$ cat config.mk
export PLATFORM = sky130hd
export DESIGN_NAME = top_clk_hms
export DESIGN_NICKNAME = d
export VERILOG_FILES = /design/src/rtl/top_clk_hms.sv
export SDC_FILE = /design/constraint.sdc
export NUM_CORES = 1
export LEC_CHECK = 0
export ABC_AREA = 1
export CAP_MARGIN = 20
export CORE_MARGIN = 1.5
export CORE_UTILIZATION = 62
export DETAILED_ROUTE_END_ITERATION = 8
export PLACE_DENSITY_LB_ADDON = 0.25
export SYNTH_ARGS = -nofsm -noshare
export SYNTH_HDL_FRONTEND = slang
export SYNTH_SLANG_ARGS = --single-unit
$ cat constraint.sdc
create_clock -name clk -period 4.78 [get_ports clk]
set_clock_uncertainty 0.1 [all_clocks]
set_input_delay 0.717 -clock clk [delete_from_list [all_inputs] [get_ports clk]]
set_output_delay 0.717 -clock clk [all_outputs]
set_load 0.03 [all_outputs]
$ cat src/rtl/top_clk_hms.sv
// HH:MM:SS real-time clock with an internal 1 Hz prescaler, cascaded counters,
// per-field range-checked loads, run/pause control and tick/day-wrap/load-error pulses.
module top_clk_hms #(
    parameter int CLK_FREQ_HZ = 50_000_000,
    parameter int MAX_HOURS   = 24
) (
    input  logic       clk,
    input  logic       reset,
    input  logic       run,
    input  logic       load,
    input  logic [1:0] addrs,
    input  logic [5:0] data_in,
    output logic [5:0] seconds_out,
    output logic [5:0] minutes_out,
    output logic [4:0] hours_out,
    output logic       tick_1hz,
    output logic       day_wrap,
    output logic       load_err
);

    localparam int              PW          = $clog2(CLK_FREQ_HZ);
    localparam logic [PW-1:0]   PRE_LAST    = PW'(CLK_FREQ_HZ - 1);
    localparam logic [5:0]      MS_LAST     = 6'd59;
    localparam logic [5:0]      MS_LIMIT    = 6'd60;
    localparam logic [5:0]      HOURS_LIMIT = 6'(MAX_HOURS);
    localparam logic [4:0]      HOUR_LAST   = 5'(MAX_HOURS - 1);

    localparam logic [1:0] ADDR_SEC  = 2'b00;
    localparam logic [1:0] ADDR_MIN  = 2'b01;
    localparam logic [1:0] ADDR_HOUR = 2'b10;
    localparam logic [1:0] ADDR_RSVD = 2'b11;

    logic [PW-1:0] presc_q, presc_d;
    logic [5:0]    sec_q, sec_d;
    logic [5:0]    min_q, min_d;
    logic [4:0]    hour_q, hour_d;
    logic          tick_q, tick_d;
    logic          wrap_q, wrap_d;
    logic          err_q, err_d;

    logic tc;
    logic in_range;
    logic load_ok;
    logic advance;
    logic sec_wrap;
    logic min_wrap;
    logic hour_wrap;

    // Any load in the tc cycle takes priority and swallows that second's advance.
    always_comb begin
        tc        = run && (presc_q == PRE_LAST);
        in_range  = (addrs == ADDR_HOUR) ? (data_in < HOURS_LIMIT) : (data_in < MS_LIMIT);
        load_ok   = load && (addrs != ADDR_RSVD) && in_range;
        advance   = tc && !load;
        sec_wrap  = (sec_q == MS_LAST);
        min_wrap  = (min_q == MS_LAST);
        hour_wrap = (hour_q == HOUR_LAST);

        presc_d = presc_q;
        sec_d   = sec_q;
        min_d   = min_q;
        hour_d  = hour_q;

        if (load_ok && (addrs == ADDR_SEC)) begin
            presc_d = '0;
        end else if (tc) begin
            presc_d = '0;
        end else if (run) begin
            presc_d = presc_q + PW'(1);
        end

        if (advance) begin
            sec_d = sec_wrap ? 6'd0 : sec_q + 6'd1;
            if (sec_wrap) begin
                min_d = min_wrap ? 6'd0 : min_q + 6'd1;
                if (min_wrap) begin
                    hour_d = hour_wrap ? 5'd0 : hour_q + 5'd1;
                end
            end
        end

        if (load_ok) begin
            case (addrs)
                ADDR_SEC:  sec_d  = data_in;
                ADDR_MIN:  min_d  = data_in;
                ADDR_HOUR: hour_d = data_in[4:0];
                default:   ;
            endcase
        end

        tick_d = tc;
        wrap_d = advance && sec_wrap && min_wrap && hour_wrap;
        err_d  = load && !load_ok;
    end

    always_ff @(posedge clk or negedge reset) begin
        if (!reset) begin
            presc_q <= '0;
            sec_q   <= '0;
            min_q   <= '0;
            hour_q  <= '0;
            tick_q  <= 1'b0;
            wrap_q  <= 1'b0;
            err_q   <= 1'b0;
        end else begin
            presc_q <= presc_d;
            sec_q   <= sec_d;
            min_q   <= min_d;
            hour_q  <= hour_d;
            tick_q  <= tick_d;
            wrap_q  <= wrap_d;
            err_q   <= err_d;
        end
    end

    assign seconds_out = sec_q;
    assign minutes_out = min_q;
    assign hours_out   = hour_q;
    assign tick_1hz    = tick_q;
    assign day_wrap    = wrap_q;
    assign load_err    = err_q;

endmodule
---- After elaboration in Yosys (flattened, before gate mapping) ----
Index checks and enable logic that the tools add are counted.
word-level totals
  input port bits ......................... 12
  bits in registers ....................... 46
  logic and storage cells ................. 52
operators by class
  muxes and demuxes ....................... 19
  magnitude comparators ................... 2
  reduce and logical (&&, ||, !) cells .... 13
  add/subtract/negate cells ............... 4
  equality and inequality tests ........... 7
operator list
  operator                                             count
  two-way mux 26 bit                                   3
  two-way mux 6 bit                                    9
  two-way mux 5 bit                                    6
  adder 26 x 1 -> 26 bit (second input constant)       1
  == test 26 bit (second input constant)               1
  adder 6 x 1 -> 6 bit (second input constant)         2
  == test 6 bit (second input constant)                2
  logical AND 1 bit                                    9
  < comparator 6 x 5 -> 1 bit (second input constant)  1
  < comparator 6 bit (second input constant)           1
  adder 5 x 1 -> 5 bit (second input constant)         1
  == test 5 bit (second input constant)                1
  nonzero test 3 bit                                   1
  == test 2 x 1 -> 1 bit (second input constant)       1
  == test 2 bit (second input constant)                1
  zero test 1 bit                                      2
  zero test 2 bit                                      1
  inequality test 2 bit (second input constant)        1
  two-way mux 1 bit                                    1

---- Depth between registers and ports, before layout ----
Gate-level depths: netlist of run 1.
  depth after elaboration ................. 7
  mapped depth ............................ 12
  depth with buffers taken out ............ 12

---- Worst setup path after synthesis of run 1 ----
No wires, ideal clock.
  kind .................................... input port to flip-flop
  from .................................... input port load
  to ...................................... register presc_q[16]
  setup slack ............................. 2.832 ns
  stages on the path ...................... 7
  required time ........................... 4.553 ns
  arrival time ............................ 1.721 ns
  path buffers ............................ 2
  cells stage by stage .................... buf_2 -> nand4_2 -> nand2_1 -> buf_4 -> nand2_1 -> o21ai_0 -> a21oi_1
between the ends
  cells in the longest elaborated chain, start to end .. 4
  elaborated cells between the ends (all ways) .. 5
RTL lines
  element                                                                    RTL line  source
  from (decl)                                                                10        input logic load,
  logical AND 1 bit (*) (2 in a row)                                         53        load_ok = load && (addrs != ADDR_RSVD) && in_range;
  logical AND 1 bit (*)                                                      64        if (load_ok && (addrs == ADDR_SEC)) begin
  nonzero test 3 bit (no source line) or two-way mux 26 bit (tied branches)  n/a
  to (signal assigned)                                                       106       presc_q <= presc_d;
  to (decl)                                                                  33        logic [PW-1:0] presc_q, presc_d;
Mark *: on every way between the ends. The rest lies on a longest branch, timed or not.
A chain may end at the register's enable or synchronous reset.

---- Worst setup path after layout of run 1 ----
  from .................................... input port load
  to ...................................... register presc_q[25]
The elaborated chain is that of the path after synthesis.

==> impl_metrics.csv, run 1 <==
group,metric,value,unit
status,outcome,"completed",
floorplanning,die_w,73.93,um
setup_path,end_kind,"flip-flop",
flow_run,cap_violations,0,
power,p_int,0.7098,mW
floorplanning,core.rowCount,25,
place,dpl.hpwl,5.708,mm
logic_synthesis,avgSynthCellArea,6.665,um2
route,drt_iter0_drc,344,
clock_tree,cts_sinks,46,
timing,report.final.slew_viol_count,0,
logic_synthesis,synth_area,3119,um2
power,power_density,300.3,nW/um2
setup_path,start_kind,"primary input",
floorplanning,coreArea,4786,um2
place,gp_congestion,0.9026,
route,drc,0,
grt,antenna_found_initial,0,
logic_synthesis,synth.lib_cells_used.distinct,35,
grt,grt_use_total,29.75,%
floorplanning,die_area,5466,um2
timing,fmax,0.3558,GHz
grt,grt-ovfl-total,0,
logic_synthesis,yosysWarnings,0,
logic_synthesis,yosys.area.top_type,"dfrtp_1",
power,p_sw_share,34.42,%
power,share_comb_of_total_power,27.8,%
cells_and_area,antenna_cells,0,
timing,tns,0,ps
power,seq_power_share,44.8,%
logic_synthesis,synth_top_area_share,36.90,%
clock_tree,numCtsBuffers,5,
clock_tree,ctsHoldBuffers,0,
power,clkPwrFrac,27.4,%
power,p_sw,0.3725,mW
clock_tree,insertion_delay,310,ps
grt,grt_pass1_vias,2792,
route,first_pass_iters,6,
place,portBuffers,31,
route,drt-wirelength-per-cell,13.42,um
timing,hold_viol,0,
floorplanning,io_pins,32,
cells_and_area,drive_above_1_share,5.777,%
logic_synthesis,syn_nets,484,
logic_synthesis,synth_seq_cells,46,
clock_tree,cts_setup_buffers,0,
grt,grt_start_max_net_pins,47,
logic_synthesis,ys_seq_area_share,36.90,%
route,num_vias,3155,
timing,tightest_slew,688.5,ps
worst_hold_path,hp-class,"in2async",
clock_tree,clk_pin_slew,90,ps
setup_path,crit_path_max_fanout,21,
logic_synthesis,synth_cells,468,
clock_tree,root_buffer,"clkbuf_8",
place,dp_slack,1675,ps
timing,rsz0062_at_grt,"no",
route,detail-route-antenna-nets,0,
setup_path,critPathArrivalTime,2920,ps
timing,maxSlewHeadroom,53.99,%
power,power_leakage,1.755,nW
cells_and_area,area_growth,15.52,%
cells_and_area,nNetsFinal,517,
setup_path,critical_path_class,"in2reg",
setup_path,required,4890,ps
timing,layout_setup_ws,1969,ps
clock_tree,h-tree-depth,2,
route,routed_wirelength,7.637,mm
clock_tree,cts_buffer_depth,2,
floorplanning,start_util,65.18,%
route,vias_per_cell,5.545,
clock_tree,cts_tree,"yes",
power,ir_drop,0.0002621,V
timing,fin_crit_sh,58.80,%
cells_and_area,fillers,393,
clock_tree,post_cts_resized,0,
logic_synthesis,synthTopCellsByArea,"dfrtp_1 (37%), nand2_1 (15%), nor2_1 (8.5%)",
timing,min_period,2811,ps
grt,grt_pass1_wl,12.58,mm
timing,setup_viol,0,
floorplanning,fp.dieH,73.93,um
-- Yosys cell counts (all sizes together) --
cell / instances
nand2: 131
xor2: 5
ha: 4
a211oi: 1
a31oi: 2
inv: 67
nand4: 16
nor3: 12
xnor2: 2
a22oi: 1
buf: 7
nand3: 35
and2: 1
o21ai: 30
o21bai: 1
nor2: 77
dfrtp: 46
o22ai: 2
or2: 2
nor4: 1
a21oi: 25
-- state kept, by name, summed over array words and instances (netlist names) --
name,flops
load_err,1
presc_q,26
minutes_out,6
seconds_out,6
day_wrap,1
hours_out,5
tick_1hz,1
-- per-layer routing --
layer / routed length, um / GRT usage [%] / vias to the layer above
met5: 0 / 0 / -
met4: 135 / 9.877 / 0
met1: 3571 / 43.60 / 1432
met2: 3352 / 45.04 / 147
li1: - / - / 1560
met3: 577 / 4.743 / 16
-- stage by stage --
stage / cells / hold slack (ps) / instance area (um2) / total power [mW] / utilization [%]
2_1_floorplan: 468 / 321.4 / 3119 / 0.6734 / -
3_3_place_gp: 560 / 415.1 / 3471 / 0.7777 / 72.52
6_report: 569 / 160.0 / 3603 / 1.082 / 75.29
4_1_cts: 568 / 425.6 / 3583 / 1.082 / 74.88
5_1_grt: 569 / 169.9 / 3603 / 1.140 / 75.29
3_5_place_dp: 560 / 406.1 / 3471 / 0.7878 / 72.52
-- power by group through the flow --
stage | sequential (mW) | clock [mW] | combinational [mW]
after floorplan | 0.538 | 0 | 0.135
after global placement | 0.490 | 0 | 0.287
after detailed placement | 0.491 | 0 | 0.297
after CTS | 0.484 | 0.300 | 0.298
after global routing | 0.492 | 0.314 | 0.334
final | 0.485 | 0.296 | 0.301
-- layout by cell type (no fill, tap or decap), drive strengths merged, types with 2 or more instances in the layout --
cell and n:
nor2 77, clkdlybuf4s50 30, nor3 12, dfrtp 46, xnor2 2, clkbuf 5
a21oi 25, o22ai 2, nand3 35, buf 3, inv 68, a31oi 2
or2 2, ha 4, o21ai 30, nand2 131, nand4 16, xor2 5
-- cell type report --
class | instances | area [um2] | area share [%]
clock buffer | 5 | 68.82 | 1.910
clock inverter | 3 | 43.79 | 1.215
inverter | 67 | 251.5 | 6.979
multi-input combinational | 348 | 1672 | 46.39
sequential | 46 | 1151 | 31.94
tap | 67 | 83.83 | 2.326
timing repair buffer | 33 | 332.8 | 9.236
-- kinds of logic after synthesis --
logic type / Yosys count / synth area share (%)
AOI/OAI and AO/OA: 62 / 10.71
and+or+nand+nor: 275 / 39.31
adders and majority gates: 4 / 1.605
xor gates and xnor gates: 7 / 1.966
DFF: 46 / 36.90
buffers and inverters: 74 / 9.506
-- worst max-delay path, cell delays in order --
cell             delay, ps
clkdlybuf4s50_1        630
nand4_2                290
nand2_1                600
inv_1                  260
nor3_1                 230
nand2_1                 70
nand2_1                 60
nor2_1                  40
-- worst paths after layout --
path                                              from                  endpoint  slack (ps)  cells after the start
worst min-delay path                             reset   presc_q[17]$_DFFE_PN0P_         160                      1
worst min register to register  presc_q[1]$_DFFE_PN0P_    presc_q[1]$_DFFE_PN0P_         430                      2
max in group asynchronous                        reset  minutes_out[4]$_DFF_PN0_        3950                      2
worst max-delay path                              load   presc_q[25]$_DFFE_PN0P_        1970                      8
min in group clk                presc_q[1]$_DFFE_PN0P_    presc_q[1]$_DFFE_PN0P_         430                      2
worst max register to register  presc_q[0]$_DFFE_PN0P_   presc_q[21]$_DFFE_PN0P_        2680                      8
Note: power is estimated with default switching activity, not from simulation.
==> run 2, diff against run 1 <==
--- a/config.mk
+++ b/config.mk
@@ -8,7 +8,7 @@
 export ABC_AREA = 1
 export CAP_MARGIN = 20
 export CORE_MARGIN = 1.5
-export CORE_UTILIZATION = 62
+export CORE_UTILIZATION = 52
 export DETAILED_ROUTE_END_ITERATION = 8
 export PLACE_DENSITY_LB_ADDON = 0.25
 export SYNTH_ARGS = -nofsm -noshare
==> constraint.sdc (replaced) <==
create_clock -name clk -period 2.3 [get_ports clk]
set_clock_uncertainty 0.1 [all_clocks]
set_input_delay 0.345 -clock clk [delete_from_list [all_inputs] [get_ports clk]]
set_output_delay 0.345 -clock clk [all_outputs]
set_load 0.03 [all_outputs]
==> run 2 against run 1 <==
Net effect:
- via count up 1.8%
- setup slack got worse by 1800 ps
- register-to-register slack lost 2500 ps
- critical endpoint is now minutes_out[3]$_DFF_PN0_
- highest routed layer unchanged
==> impl_metrics.csv, run 2 (synthesized netlist as in run 1, its figures left out) <==
group,metric,value,unit
status,outcome,"completed",
route,drc,0,
setup_path,end_kind,"flip-flop",
floorplanning,start_util,53.31,%
timing,fmax,0.4776,GHz
timing,setup_viol,0,
grt,grt_start_max_net_pins,22,
clock_tree,post_cts_resized,0,
route,wl_met1,3.941,mm
cells_and_area,top_register,"presc_q",
floorplanning,die_w,80.45,um
setup_path,path_cells,"ha_1 > nand3_1 > nor2_4 > nand2_4 > nor2_8 > nand2_1 > nor2_1 > o21ai_0 > nor2_1 > nor2_1",
timing,rsz0062_at_grt,"no",
clock_tree,clk_pin_slew,90,ps
grt,antenna_found_initial,0,
floorplanning,die_area,6472,um2
place,dp_slack,68.93,ps
place,dpl.hpwl,6.255,mm
cells_and_area,nNetsFinal,530,
clock_tree,numCtsBuffers,5,
place,portBuffers,31,
grt,grt-ovfl-total,0,
cells_and_area,final_util,62.96,%
route,drt_iter0_drc,284,
timing,fin_crit_sh,91.03,%
cells_and_area,fillers,550,
grt,grt_pass1_vias,3020,
setup_path,crit_path_max_fanout,6,
timing,tightest_slew,535.6,ps
clock_tree,cts_buffer_depth,2,
timing,min_period,2094,ps
setup_path,max_stage_delay,400,ps
setup_path,path_buf_inv,0,
grt,grt_use_total,27.45,%
floorplanning,fp.dieH,80.45,um
cells_and_area,final_common_cell,"nand2_1",
clock_tree,cts_tree,"yes",
floorplanning,coreArea,5851,um2
route,num_vias,3212,
route,first_pass_iters,6,
setup_path,critPathArrivalTime,2200,ps
timing,hold_viol,0,
timing,maxSlewHeadroom,64.02,%
clock_tree,h-tree-depth,2,
route,detail-route-antenna-nets,0,
cells_and_area,drive_above_1_share,7.961,%
clock_tree,root_buffer,"clkbuf_8",
setup_path,crit_top_cell,"nor2_1",
route,drt-wirelength-per-cell,13.85,um
cells_and_area,final-seq-area,1151,um2
cells_and_area,area_growth,18.09,%
timing,report.final.slew_viol_count,0,
route,routed-wl-met3,446,um
power,power_density,597.1,nW/um2
floorplanning,core.rowCount,28,
cells_and_area,largest_reg_flops,26,
cells_and_area,antenna_cells,0,
flow_run,cap_violations,0,
setup_path,critical_path_class,"reg2reg",
cells_and_area,multi_input_area,1672,um2
clock_tree,cts_sinks,46,
clock_tree,ctsHoldBuffers,1,
route,vias_per_cell,5.444,
power,power_leakage,1.801,nW
setup_path,cp_slowest_cell,"dfrtp_1",
worst_hold_path,hp-class,"in2async",
grt,grt_pass1_wl,13.90,mm
route,top_layer,"met4",
clock_tree,cts_setup_buffers,0,
setup_path,r2r_setup_slack,210,ps
timing,tns,0,ps
setup_path,start_kind,"flip-flop",
route,routed_wirelength,8.171,mm
setup_path,required,2410,ps
floorplanning,io_pins,32,
place,gp_congestion,0.9152,
setup_path,critPathTopFamily,"simple AND/OR/NAND/NOR gates",
power,ir_drop,0.0004701,V
cells_and_area,layout_common_cells,"nand2_1 (128), nor2_1 (71), inv_1 (65), dfrtp_1 (46), nand3_1 (32)",
timing,layout_setup_ws,206.3,ps
route,dr_wl_met2,3.685,mm
clock_tree,insertion_delay,310,ps
run 2: final cells by class:
cell class	count	share of cell area [%]
multi-input cells	348	45.38
clock buffers	6	2.242
flip-flops and latches	46	31.25
repair buffers	46	11.41
clock inverters	2	0.3397
well taps	75	2.548
inverters	67	6.827
run 2: worst paths after layout:
| check | from | end | depth (start not counted) |
|---|---|---|---|
| worst max register to register | presc_q[0]$_DFFE_PN0P_ | minutes_out[3]$_DFF_PN0_ | 10 |
| worst max-delay path | presc_q[0]$_DFFE_PN0P_ | minutes_out[3]$_DFF_PN0_ | 10 |
| worst min-delay path | reset | presc_q[0]$_DFFE_PN0P_ | 2 |
| max in group asynchronous | reset | minutes_out[5]$_DFF_PN0_ | 3 |
| worst min register to register | presc_q[0]$_DFFE_PN0P_ | presc_q[0]$_DFFE_PN0P_ | 1 |
| min in group clk | presc_q[0]$_DFFE_PN0P_ | presc_q[0]$_DFFE_PN0P_ | 1 |
run 2: layer usage:
| metal | global-route usage (%) | up-vias |
|---|---|---|
| met4 | 7.241 | 0 |
| met3 | 3.750 | 11 |
| met1 | 39.04 | 1501 |
| li1 | - | 1595 |
| met5 | 0 | - |
| met2 | 43.53 | 105 |
run 2: report_power, final:
group | total, mW | internal [mW] | switching (mW)
registers | 1.02 | 0.901 | 0.116
clock network | 0.541 | 0.242 | 0.299
logic | 0.641 | 0.262 | 0.379
total | 2.20 | 1.41 | 0.794
run 2: per-stage QoR:
stage	area, um2	power (mW)	hold WS (ps)	std cells
floorplan	3119	1.400	-50.59	468
global placement	3578	1.649	203.9	581
detailed placement	3578	1.667	207.4	581
CTS	3684	2.203	410.7	590
global route	3684	2.325	443.4	590
finish	3684	2.199	396.4	590
==> run 3, diff against run 2 <==
--- a/config.mk
+++ b/config.mk
@@ -6,7 +6,7 @@
 export NUM_CORES = 1
 export LEC_CHECK = 0
 export ABC_AREA = 1
-export CAP_MARGIN = 20
+export CAP_MARGIN = 15
 export CORE_MARGIN = 1.5
 export CORE_UTILIZATION = 52
 export DETAILED_ROUTE_END_ITERATION = 8
==> results of run 3 <==
Final layout, timing and power as in run 2 (identical DEF).
